`config.mk`:
```
export PLATFORM = sky130hd
export DESIGN_NAME = snake_body_scanner_flat
export DESIGN_NICKNAME = d
export VERILOG_FILES = /design/src/rtl/snake_pkg.sv /design/src/rtl/snake_body_scanner_if.sv /design/src/rtl/snake_rr_arbiter.sv /design/src/rtl/snake_body_scanner.sv /design/src/flat_wrapper.sv
export SDC_FILE = /design/constraint.sdc
export NUM_CORES = 1
export LEC_CHECK = 0
export CORE_ASPECT_RATIO = 1.2
export CORE_MARGIN = 1
export CORE_UTILIZATION = 46
export CTS_CLUSTER_DIAMETER = 100
export DETAILED_ROUTE_END_ITERATION = 10
export PLACE_DENSITY = 0.77
export SYNTH_ARGS = -nofsm -noshare
export SYNTH_HDL_FRONTEND = slang
export SYNTH_SLANG_ARGS = --single-unit
```
`constraint.sdc`:
```
create_clock -name i_Clk -period 2.5 [get_ports i_Clk]
set_input_delay 0.625 -clock i_Clk [delete_from_list [all_inputs] [get_ports i_Clk]]
set_output_delay 0.625 -clock i_Clk [all_outputs]
set_load 0.01 [all_outputs]
```
`src/rtl/snake_pkg.sv`:
```
// Shared snake-game constants, scanner state encodings and requester port IDs.
package snake_pkg;

  localparam int unsigned XSIZE    = 48;
  localparam int unsigned YSIZE    = 64;
  localparam int unsigned MAX_SIZE = 20;
  localparam int unsigned CW       = 6;

  typedef enum logic [1:0] {
    IDLE = 2'b00,
    SCAN = 2'b01,
    DONE = 2'b10
  } scan_state_e;

  typedef enum logic {
    PORT_COLL = 1'b0,
    PORT_ITEM = 1'b1
  } port_e;

endpackage

```
`src/rtl/snake_body_scanner_if.sv`:
```
// Request/result bundle between the body scanner and its two requesters plus the body registers.
interface snake_body_scanner_if #(
  parameter int unsigned MAX_SIZE = snake_pkg::MAX_SIZE,
  parameter int unsigned CW       = snake_pkg::CW,
  parameter int unsigned SIZE_W   = 12,
  parameter int unsigned IDX_W    = 5
);

  logic [MAX_SIZE*CW-1:0] i_Body_x;
  logic [MAX_SIZE*CW-1:0] i_Body_y;
  logic [SIZE_W-1:0]      i_Size;
  logic                   i_Req0;
  logic [CW-1:0]          i_Qx0;
  logic [CW-1:0]          i_Qy0;
  logic                   i_Req1;
  logic [CW-1:0]          i_Qx1;
  logic [CW-1:0]          i_Qy1;
  logic                   o_Ack0;
  logic                   o_Ack1;
  logic                   o_Hit;
  logic [IDX_W-1:0]       o_HitIdx;
  logic                   o_Busy;
  logic                   o_Grant;

  modport master (
    output i_Body_x, i_Body_y, i_Size,
    output i_Req0, i_Qx0, i_Qy0,
    output i_Req1, i_Qx1, i_Qy1,
    input  o_Ack0, o_Ack1, o_Hit, o_HitIdx, o_Busy, o_Grant
  );

  modport slave (
    input  i_Body_x, i_Body_y, i_Size,
    input  i_Req0, i_Qx0, i_Qy0,
    input  i_Req1, i_Qx1, i_Qy1,
    output o_Ack0, o_Ack1, o_Hit, o_HitIdx, o_Busy, o_Grant
  );

endinterface

```
`src/rtl/snake_rr_arbiter.sv`:
```
// Two-way round-robin arbiter; the priority pointer moves only when a scan completes.
module snake_rr_arbiter
  import snake_pkg::*;
(
  input  logic  i_Clk,
  input  logic  i_Rst,
  input  logic  req0_i,
  input  logic  req1_i,
  input  logic  done_i,
  input  port_e done_port_i,
  output logic  valid_o,
  output port_e port_o
);

  // Port that wins a tie; after serving a port the other one is favoured.
  port_e prio_q;

  always_ff @(posedge i_Clk or negedge i_Rst) begin
    if (!i_Rst) begin
      prio_q <= PORT_COLL;
    end else if (done_i) begin
      prio_q <= (done_port_i == PORT_COLL) ? PORT_ITEM : PORT_COLL;
    end
  end

  always_comb begin
    valid_o = req0_i | req1_i;
    port_o  = PORT_COLL;
    if (req0_i && req1_i) begin
      port_o = prio_q;
    end else if (req1_i) begin
      port_o = PORT_ITEM;
    end
  end

endmodule

```
`src/rtl/snake_body_scanner.sv`:
```
// Shared snake-body occupancy checker: snapshots the body on grant and scans one segment per cycle.
module snake_body_scanner
  import snake_pkg::*;
#(
  parameter int unsigned MAX_SIZE = snake_pkg::MAX_SIZE,
  parameter int unsigned CW       = snake_pkg::CW,
  parameter int unsigned SIZE_W   = 12,
  parameter int unsigned IDX_W    = 5
) (
  input logic                 i_Clk,
  input logic                 i_Rst,
  snake_body_scanner_if.slave bus
);

  localparam int unsigned NW = $clog2(MAX_SIZE + 1);

  scan_state_e            state_q, state_d;
  logic [IDX_W-1:0]       idx_q, idx_d;
  logic [IDX_W-1:0]       hitidx_q, hitidx_d;
  logic                   hit_q, hit_d;
  logic [NW-1:0]          n_q, n_d;
  logic [CW-1:0]          qx_q, qx_d, qy_q, qy_d;
  logic [MAX_SIZE*CW-1:0] snap_x_q, snap_x_d, snap_y_q, snap_y_d;
  port_e                  gnt_q, gnt_d;

  logic                   arb_valid;
  port_e                  arb_port;
  logic [NW-1:0]          scan_len;
  logic [CW-1:0]          seg_x, seg_y;
  logic                   seg_match, seg_last;

  snake_rr_arbiter u_arb (
    .i_Clk       (i_Clk),
    .i_Rst       (i_Rst),
    .req0_i      (bus.i_Req0),
    .req1_i      (bus.i_Req1),
    .done_i      (state_q == DONE),
    .done_port_i (gnt_q),
    .valid_o     (arb_valid),
    .port_o      (arb_port)
  );

  // Collision checks skip the tail segment since it vacates on the same move.
  always_comb begin
    scan_len = '0;
    if (arb_port == PORT_COLL) begin
      if (bus.i_Size <= SIZE_W'(1)) begin
        scan_len = '0;
      end else if (bus.i_Size >= SIZE_W'(MAX_SIZE)) begin
        scan_len = NW'(MAX_SIZE - 1);
      end else begin
        scan_len = NW'(bus.i_Size - SIZE_W'(1));
      end
    end else begin
      if (bus.i_Size >= SIZE_W'(MAX_SIZE)) begin
        scan_len = NW'(MAX_SIZE);
      end else begin
        scan_len = NW'(bus.i_Size);
      end
    end
  end

  assign seg_x     = snap_x_q[int'(idx_q)*CW +: CW];
  assign seg_y     = snap_y_q[int'(idx_q)*CW +: CW];
  assign seg_match = (seg_x == qx_q) && (seg_y == qy_q);
  assign seg_last  = (NW'(idx_q) + NW'(1)) == n_q;

  // Hit/HitIdx change only on the edge entering DONE so they stay stable between acks.
  always_comb begin
    state_d  = state_q;
    idx_d    = idx_q;
    hit_d    = hit_q;
    hitidx_d = hitidx_q;
    n_d      = n_q;
    qx_d     = qx_q;
    qy_d     = qy_q;
    snap_x_d = snap_x_q;
    snap_y_d = snap_y_q;
    gnt_d    = gnt_q;
    unique case (state_q)
      IDLE: begin
        if (arb_valid) begin
          gnt_d    = arb_port;
          qx_d     = (arb_port == PORT_ITEM) ? bus.i_Qx1 : bus.i_Qx0;
          qy_d     = (arb_port == PORT_ITEM) ? bus.i_Qy1 : bus.i_Qy0;
          snap_x_d = bus.i_Body_x;
          snap_y_d = bus.i_Body_y;
          n_d      = scan_len;
          idx_d    = '0;
          if (scan_len == '0) begin
            hit_d    = 1'b0;
            hitidx_d = '0;
            state_d  = DONE;
          end else begin
            state_d  = SCAN;
          end
        end
      end
      SCAN: begin
        if (seg_match) begin
          hit_d    = 1'b1;
          hitidx_d = idx_q;
          state_d  = DONE;
        end else if (seg_last) begin
          hit_d    = 1'b0;
          hitidx_d = '0;
          state_d  = DONE;
        end else begin
          idx_d    = idx_q + 1'b1;
        end
      end
      DONE: begin
        state_d = IDLE;
      end
      default: begin
        state_d = IDLE;
      end
    endcase
  end

  always_ff @(posedge i_Clk or negedge i_Rst) begin
    if (!i_Rst) begin
      state_q  <= IDLE;
      idx_q    <= '0;
      hit_q    <= 1'b0;
      hitidx_q <= '0;
      n_q      <= '0;
      qx_q     <= '0;
      qy_q     <= '0;
      snap_x_q <= '0;
      snap_y_q <= '0;
      gnt_q    <= PORT_COLL;
    end else begin
      state_q  <= state_d;
      idx_q    <= idx_d;
      hit_q    <= hit_d;
      hitidx_q <= hitidx_d;
      n_q      <= n_d;
      qx_q     <= qx_d;
      qy_q     <= qy_d;
      snap_x_q <= snap_x_d;
      snap_y_q <= snap_y_d;
      gnt_q    <= gnt_d;
    end
  end

  assign bus.o_Ack0   = (state_q == DONE) && (gnt_q == PORT_COLL);
  assign bus.o_Ack1   = (state_q == DONE) && (gnt_q == PORT_ITEM);
  assign bus.o_Hit    = hit_q;
  assign bus.o_HitIdx = hitidx_q;
  assign bus.o_Busy   = (state_q != IDLE);
  assign bus.o_Grant  = gnt_q;

endmodule

```
`src/flat_wrapper.sv`:
```
// flat-port wrapper written by rule: the top's interface ports become plain ports
module snake_body_scanner_flat import snake_pkg::*;
#(
  parameter int unsigned MAX_SIZE = snake_pkg::MAX_SIZE,
  parameter int unsigned CW       = snake_pkg::CW,
  parameter int unsigned SIZE_W   = 12,
  parameter int unsigned IDX_W    = 5
)
  (i_Clk, i_Rst, bus_i_Body_x, bus_i_Body_y, bus_i_Size, bus_i_Req0, bus_i_Qx0, bus_i_Qy0, bus_i_Req1, bus_i_Qx1, bus_i_Qy1, bus_o_Ack0, bus_o_Ack1, bus_o_Hit, bus_o_HitIdx, bus_o_Busy, bus_o_Grant);
  snake_body_scanner_if #(.MAX_SIZE(MAX_SIZE), .CW(CW), .SIZE_W(SIZE_W), .IDX_W(IDX_W)) bus_i ();
  input logic i_Clk;
  input logic i_Rst;
  input wire logic [$bits(bus_i.i_Body_x)-1:0] bus_i_Body_x;
  input wire logic [$bits(bus_i.i_Body_y)-1:0] bus_i_Body_y;
  input wire logic [$bits(bus_i.i_Size)-1:0] bus_i_Size;
  input wire logic [$bits(bus_i.i_Req0)-1:0] bus_i_Req0;
  input wire logic [$bits(bus_i.i_Qx0)-1:0] bus_i_Qx0;
  input wire logic [$bits(bus_i.i_Qy0)-1:0] bus_i_Qy0;
  input wire logic [$bits(bus_i.i_Req1)-1:0] bus_i_Req1;
  input wire logic [$bits(bus_i.i_Qx1)-1:0] bus_i_Qx1;
  input wire logic [$bits(bus_i.i_Qy1)-1:0] bus_i_Qy1;
  output wire logic [$bits(bus_i.o_Ack0)-1:0] bus_o_Ack0;
  output wire logic [$bits(bus_i.o_Ack1)-1:0] bus_o_Ack1;
  output wire logic [$bits(bus_i.o_Hit)-1:0] bus_o_Hit;
  output wire logic [$bits(bus_i.o_HitIdx)-1:0] bus_o_HitIdx;
  output wire logic [$bits(bus_i.o_Busy)-1:0] bus_o_Busy;
  output wire logic [$bits(bus_i.o_Grant)-1:0] bus_o_Grant;
  assign bus_i.i_Body_x = bus_i_Body_x;
  assign bus_i.i_Body_y = bus_i_Body_y;
  assign bus_i.i_Size = bus_i_Size;
  assign bus_i.i_Req0 = bus_i_Req0;
  assign bus_i.i_Qx0 = bus_i_Qx0;
  assign bus_i.i_Qy0 = bus_i_Qy0;
  assign bus_i.i_Req1 = bus_i_Req1;
  assign bus_i.i_Qx1 = bus_i_Qx1;
  assign bus_i.i_Qy1 = bus_i_Qy1;
  assign bus_o_Ack0 = bus_i.o_Ack0;
  assign bus_o_Ack1 = bus_i.o_Ack1;
  assign bus_o_Hit = bus_i.o_Hit;
  assign bus_o_HitIdx = bus_i.o_HitIdx;
  assign bus_o_Busy = bus_i.o_Busy;
  assign bus_o_Grant = bus_i.o_Grant;
  snake_body_scanner #(.MAX_SIZE(MAX_SIZE), .CW(CW), .SIZE_W(SIZE_W), .IDX_W(IDX_W)) u_core (.i_Clk(i_Clk), .i_Rst(i_Rst), .bus(bus_i));
endmodule
```
==> summary.txt, run 1 <==
Clock tree
  • Root Driver: clkbuf_16
  • Number of CTS-inserted buffers: 27
  • Clk buf depth: 3
  • Latest clock arrival within the worst-skew pair: 0.53 ns
  • CTS tree: built
  • Clock sink count: 272
  • Clock slew at reported path FFs: 0.06 ns
  • H-tree levels: 1

Die
  • Placement row count: 67
  • Die Wd: 157 µm
  • Starting Density: 47.2%
  • I/O Pins: 290
  • Chip Height: 188 µm
  • Core area: 28,200 µm²
  • Die area: 29,600 µm²

STA
  • Fin crit period: 2.91 ns
  • Worst Hold Margin: 0.0510 ns
  • Final setup fails: 13
  • Max Freq: 344 MHz
  • Final period util: 116%
  • Setup ws final: -0.410 ns
  • Slew @ Worst Pin: 0.564 ns
  • Final Hold Viols: 0
  • Clk_skew: 0.0108 ns
  • Setup repair after global routing missed its margin: yes
  • Final Max Slew Viols: 0
  • Rel. slew slack: 62.4%

Drt
  • DRT antenna net count: 0
  • Drc violations: 0
  • Drt total wl: 39,600 µm
  • Initial DRC count: 768
  • WL per Instance: 17.7 µm
  • Via Count: 11,800
  • Vias per std cell: 5.27
  • DRT Pass-1 Iters: 6

Synthesis
  • Number of synthesized flops with an enable pin: 0
  • Synthesized net count: 1,782
  • Count of different cell masters after synthesis: 74
  • Post-synth top flop: dfrtp_1
  • Area leader, netlist: dfrtp_1
  • Most area-consuming cells after synthesis: dfrtp_1, nand2_1, mux2i_1
  • #FFs+latches synth: 272
  • Mapped Cells: 1,498
  • Post-synthesis instance area: 13,300 µm²
  • Async S/R FF share, synth: 100%
  • Part of the Yosys area used for sequential elements: 51.2%
  • Syn. warnings: 0
  • Average size of a mapped cell: 8.87 µm²
  • Area share of the largest cell type after synthesis: 51.2%

Place
  • Dpl ws: -0.835 ns
  • Placed insts: 2,180
  • Final HPWL DP: 28,600 µm
  • Routability cong.: 0.862
  • Post-DP Area: 17,300 µm²
  • Number of I/O port buffers: 289

GRT
  • Largest net degree at the start of global routing: 128
  • GRT overflow: 0
  • First-pass GRT wire length: 62,700 µm
  • Initial antenna violation count: 4
  • Vias in the first global route: 12,200
  • Overall routing resource usage: 27.3%

Layout
  • Area delta synth->final: 39.3%
  • Final #Nets: 2,122
  • Finished Cell Area: 18,500 µm²
  • Filler cell count in the final layout: 2,247
  • Fin cells: 2,241
  • Share of layout cells above drive strength 1: 12.3%

Critical path
  • Crit end category: flop
  • Crit start category: flop
  • Crit path DAT: 3.37 ns
  • Worst path cell trace: buf_12 -> buf_12 -> mux4_2 -> o21a_1 -> o22a_1 -> o21ai_1 -> o2111ai_1 -> o21ai_0 -> and4_4 -> and2_2 -> a22o_1
  • Crit path largest cell delay: 0.55 ns
  • Crit-path most repeated cell: buf_12
  • Crit Path Max Fanout: 8
  • WS Path Type: reg2reg
  • Critical Path RT: 2.96 ns
  • Crit path max-delay cell type: mux4_2

Outcome
  • Failing checks: setup timing
  • Status: finished, violations left

Job
  • Max_cap viols: 0

Min path
  • Worst min path class: in2async

Power and ir drop
  • Static leakage: 9.06 nW
  • Pwr dens: 1280 nW/µm²
  • Worst VDD drop: 0.000659 V
[metal layers]
metal,part of all wire [%],GRT usage [%]
met4,4.4,12.1
met1,40,34.2
met5,0,0
met2,50,47.3
met3,5.0,2.87
[report_power, final]
group	internal [W]	switching [W]	leakage, nW
Combinational	0.00545	0.00609	5.25
Sequential	0.00652	0.00144	3.35
Clock	0.00248	0.00171	0.457
Total	0.0144	0.00924	9.06
[cells in the final DEF, fill, tap and decap left out, drive strengths merged, types with 7 or more instances in the layout]
cell type | Yosys | final
nor2 | 32 | 32
a21oi | 12 | 12
a22oi | 19 | 19
xnor2 | 7 | 7
a31oi | 13 | 13
inv | 11 | 11
a22o | 9 | 9
dfrtp | 272 | 272
nand2 | 777 | 777
buf | 24 | 117
mux4 | 27 | 27
nand3 | 17 | 17
xor2 | 7 | 7
nor3 | 7 | 7
mux2i | 67 | 67
o2111ai | 7 | 7
clkbuf | 70 | 41
o21ai | 16 | 16
mux2 | 12 | 12
clkdlybuf4s50 | 0 | 287
[flip-flops by register name, indices dropped and copies added (netlist names)]
register             count
u_core.snap_x_q        120
u_core.snap_y_q        120
u_core.qx_q              6
u_core.qy_q              6
u_core.bus.o_HitIdx      5
u_core.idx_q             5
u_core.n_q               5
u_core.state_q           2
u_core.bus.o_Grant       1
u_core.bus.o_Hit         1
u_core.u_arb.prio_q      1
[critical path: cells and delay by family, from the launching register on]
kind | cells | cell delay, ns
AO/OA/AOI/OAI | 6 | 0.92
AND/OR/NAND/NOR | 2 | 0.53
buffers and inverters | 2 | 0.30
multiplexers | 1 | 0.55
flip-flops | 1 | 0.53
[what timing repair did]
action	CTS	global route
hold buffers	0	0
setup endpoints to repair	14	15
gates cloned	2	0
setup buffers	6	2
pin swaps	2	11
resized for setup	23	18
[kinds of logic (layout without fill, tap and decap cells)]
| kind of cell | after synthesis | count (layout) | share of synthesized area [%] |
|---|---|---|---|
| multiplexers | 106 | 106 | 10.9 |
| AND/OR/NAND/NOR | 875 | 875 | 26.0 |
| XOR/XNOR | 14 | 14 | 0.923 |
| AO/OA/AOI/OAI | 122 | 122 | 6.74 |
| adder cells (fa/ha/maj) | 4 | 4 | 0.377 |
| flip-flops | 272 | 272 | 51.2 |
| other | 0 | 4 | 0 |
| buffers and inverters | 105 | 465 | 3.86 |
[per-stage QoR]
stage | total power (W) | util, % | setup TNS, ns
6_report | 0.0237 | 65.7 | -4.64
5_1_grt | 0.0253 | 65.7 | -6.28
4_1_cts | 0.0236 | 65.3 | -4.67
3_5_place_dp | 0.0189 | 61.5 | -9.12
3_3_place_gp | 0.0185 | 61.5 | -8.24
2_1_floorplan | 0.0146 | - | -0.431
[Yosys cell counts, types with 8 or more instances]
master	count
nor2_1	32
nand3_1	17
a22o_1	9
o21ai_0	13
nand2_1	777
inv_1	11
mux4_1	8
clkbuf_1	68
dfrtp_1	272
a22oi_1	19
mux2i_1	67
mux2_2	12
buf_2	9
mux4_2	19
a21oi_1	12
a31oi_1	13
[layout make-up]
cell class              count  area, µm²  area share [%]
diodes                      4       10.0          0.0541
inverters                  11       41.3           0.223
multi-input cells        1121       6140            33.2
clock buffers              41        828            4.48
flip-flops and latches    272       6810            36.8
well taps                 379        474            2.56
clock inverters             8       92.6           0.500
repair buffers            405       4110            22.2
[path summary, 6_finish.rpt]
check,start,end,slack [ns],depth (start not counted)
setup / recovery,u_core.idx_q[0]$_DFFE_PN0P_,u_core.bus.o_HitIdx[4]$_DFFE_PN0P_,-0.41,11
setup reg to reg,u_core.idx_q[0]$_DFFE_PN0P_,u_core.bus.o_HitIdx[4]$_DFFE_PN0P_,-0.41,11
min in group i_Clk,u_core.snap_x_q[38]$_DFFE_PN0P_,u_core.snap_x_q[38]$_DFFE_PN0P_,0.47,2
hold reg to reg,u_core.snap_x_q[38]$_DFFE_PN0P_,u_core.snap_x_q[38]$_DFFE_PN0P_,0.47,2
max in group asynchronous,i_Rst,u_core.idx_q[0]$_DFFE_PN0P_,1.73,2
hold / removal,i_Rst,u_core.snap_x_q[20]$_DFFE_PN0P_,0.05,1
Power figures use the tool's default switching activity.
==> run 2, diff against run 1 <==
- clock period: 2.5 -> 2.66 ns (I/O delays scaled with it)
==> run 2 against run 1 <==
Against the previous run: the flow still finishes with violations (setup timing); sequential share of layout area up 0.29 points; worst setup slack better by 0.066 ns; global-route usage up 0.34 points; power down 6.5%; worst hold slack better by 0.0056 ns; critical endpoint is now u_core.idx_q[2]$_DFFE_PN0P_; largest cell class unchanged.
==> summary.txt, run 2 (synthesis results as in run 1) <==
Outcome
  • Status: finished, violations left
  • Failing checks: setup timing

Drt
  • Drt total wl: 39,900 µm
  • Drc violations: 0
  • Via Count: 11,800
  • Initial DRC count: 844
  • Routed wl met3: 2300 µm
  • DRT Pass-1 Iters: 5
  • WL met1: 15,400 µm
  • WL per Instance: 17.9 µm
  • Vias per std cell: 5.30
  • Met2 WL: 20,500 µm
  • Uppermost layer routed: met4
  • DRT antenna net count: 0

Power and ir drop
  • Sw frac: 39.4%
  • Logic gate share of total power: 49.0%
  • Share of power burned in registers: 33.6%
  • Static leakage: 8.96 nW
  • Internal power: 0.0134 W
  • Switching pwr: 0.00872 W
  • Clock share of power: 17.4%
  • Pwr dens: 1210 nW/µm²
  • Worst VDD drop: 0.000631 V

STA
  • Clk_skew: 0.0296 ns
  • Final Hold Viols: 0
  • Worst Hold Margin: 0.0565 ns
  • Final period util: 113%
  • Setup TNS: -3.66 ns
  • Setup ws final: -0.344 ns
  • Final Max Slew Viols: 0
  • Rel. slew slack: 67.1%
  • Final setup fails: 13
  • Fin crit period: 3.00 ns
  • Max Freq: 333 MHz
  • Setup repair after global routing missed its margin: yes
  • Slew @ Worst Pin: 0.494 ns

GRT
  • Initial antenna violation count: 4
  • First-pass GRT wire length: 63,200 µm
  • GRT overflow: 0
  • Largest net degree at the start of global routing: 106
  • Vias in the first global route: 12,400
  • Overall routing resource usage: 27.6%

Layout
  • Area delta synth->final: 38.2%
  • Fin cells: 2,230
  • Finished Cell Area: 18,400 µm²
  • Filler cell count in the final layout: 2,218
  • Top flop regs: u_core.snap_x_q x120, u_core.snap_y_q x120
  • Commonest non-fill, non-tap cells in the layout: nand2_1, clkdlybuf4s50_1, dfrtp_1
  • Most common cell after layout, fill and taps aside: nand2_1
  • Share of layout cells above drive strength 1: 12.1%
  • Final #Nets: 2,115

Place
  • Placed insts: 2,174
  • Number of I/O port buffers: 289
  • Post-DP Area: 17,200 µm²
  • Final HPWL DP: 28,900 µm
  • Routability cong.: 0.932

Clock tree
  • Number of CTS-inserted buffers: 26
  • Clk buf depth: 3
  • # hold bufs at CTS: 0
  • H-tree levels: 1
  • Latest clock arrival within the worst-skew pair: 0.55 ns
  • Root Driver: clkbuf_16
  • Clock sink count: 272
  • Clock slew at reported path FFs: 0.07 ns
  • CTS tree: built

Min path
  • Worst min path class: in2async

Die
  • Placement row count: 67
  • Starting Density: 47.2%
  • Die area: 29,600 µm²
  • Die Wd: 157 µm
  • Core area: 28,200 µm²
  • I/O Pins: 290
  • Chip Height: 188 µm

Critical path
  • Crit end category: flop
  • Crit path DAT: 3.42 ns
  • Crit start category: flop
  • WS Path Type: reg2reg
  • CP Launch Point: u_core.idx_q[0]$_DFFE_PN0P_
  • Critical Path RT: 3.08 ns
  • RR Startpoint: u_core.idx_q[0]$_DFFE_PN0P_
  • Crit Path Max Fanout: 7

Job
  • Max_cap viols: 0
run 2: cell types whose count changed in the layout (fill, tap and decap cells not counted), sizes merged:
cell	before	now
buf	117	111
clkbuf	41	36
bufinv	2	4
clkinv	5	3
clkdlybuf4s50	287	288
dlymetal6s2s	1	0
run 2: area by class of cell:
class / instances / area, µm² / area share [%]
repair buffers: 399 / 3960 / 21.6
multi-input cells: 1121 / 6190 / 33.7
flip-flops and latches: 272 / 6810 / 37.1
diodes: 4 / 10.0 / 0.0545
clock buffers: 36 / 718 / 3.91
inverters: 11 / 41.3 / 0.225
clock inverters: 8 / 154 / 0.838
well taps: 379 / 474 / 2.58
run 2: power by group through the flow:
| stage | Clock (W) | Combinational (W) | Sequential [W] |
|---|---|---|---|
| floorplan | 0 | 0.00670 | 0.00691 |
| global placement | 0 | 0.00983 | 0.00731 |
| detailed placement | 0 | 0.0101 | 0.00743 |
| CTS | 0.00392 | 0.0107 | 0.00739 |
| global route | 0.00405 | 0.0119 | 0.00764 |
| finish | 0.00386 | 0.0108 | 0.00744 |
run 2: worst paths after layout:
| check | slack (ns) | cells past startpoint | endpoint |
|---|---|---|---|
| worst max-delay path | -0.34 | 12 | u_core.idx_q[2]$_DFFE_PN0P_ |
| worst min-delay path | 0.06 | 1 | u_core.snap_x_q[20]$_DFFE_PN0P_ |
| worst max register to register | -0.34 | 12 | u_core.idx_q[2]$_DFFE_PN0P_ |
| worst min register to register | 0.47 | 2 | u_core.snap_x_q[75]$_DFFE_PN0P_ |
| max in group asynchronous | 1.82 | 2 | u_core.snap_x_q[6]$_DFFE_PN0P_ |
| min in group i_Clk | 0.47 | 2 | u_core.snap_x_q[75]$_DFFE_PN0P_ |
run 2: critical path, cell delays in order (launching register included):
cell and delay [ns]:
dfrtp_4 0.52, buf_12 0.15, mux4_2 0.50, mux2i_1 0.20, buf_4 0.17, xor2_2 0.15, o311a_1 0.26, o21ai_1 0.07
o21ai_1 0.17, and4_4 0.33, buf_6 0.13, nand3b_1 0.12, nand3_2 0.10
run 2: routing by layer:
layer	up-vias	GRT usage, %
met3	103	4.04
met2	441	48.3
met5	-	0
met4	0	13.4
li1	5576	-
met1	5700	33.0
run 2: stage by stage:
step	power (W)	setup WS, ns	util [%]
after floorplan	0.0136	0.00820	-
after global placement	0.0171	-0.664	60.9
after detailed placement	0.0175	-0.759	60.9
after CTS	0.0220	-0.240	64.9
after global routing	0.0236	-0.397	65.2
final	0.0221	-0.344	65.2
run 2: what timing repair did:
action,in CTS,in global routing
pin swaps,10,12
endpoints found under the setup margin,13,14
resized for setup,34,16
gates cloned,2,0
buffers inserted,5,2
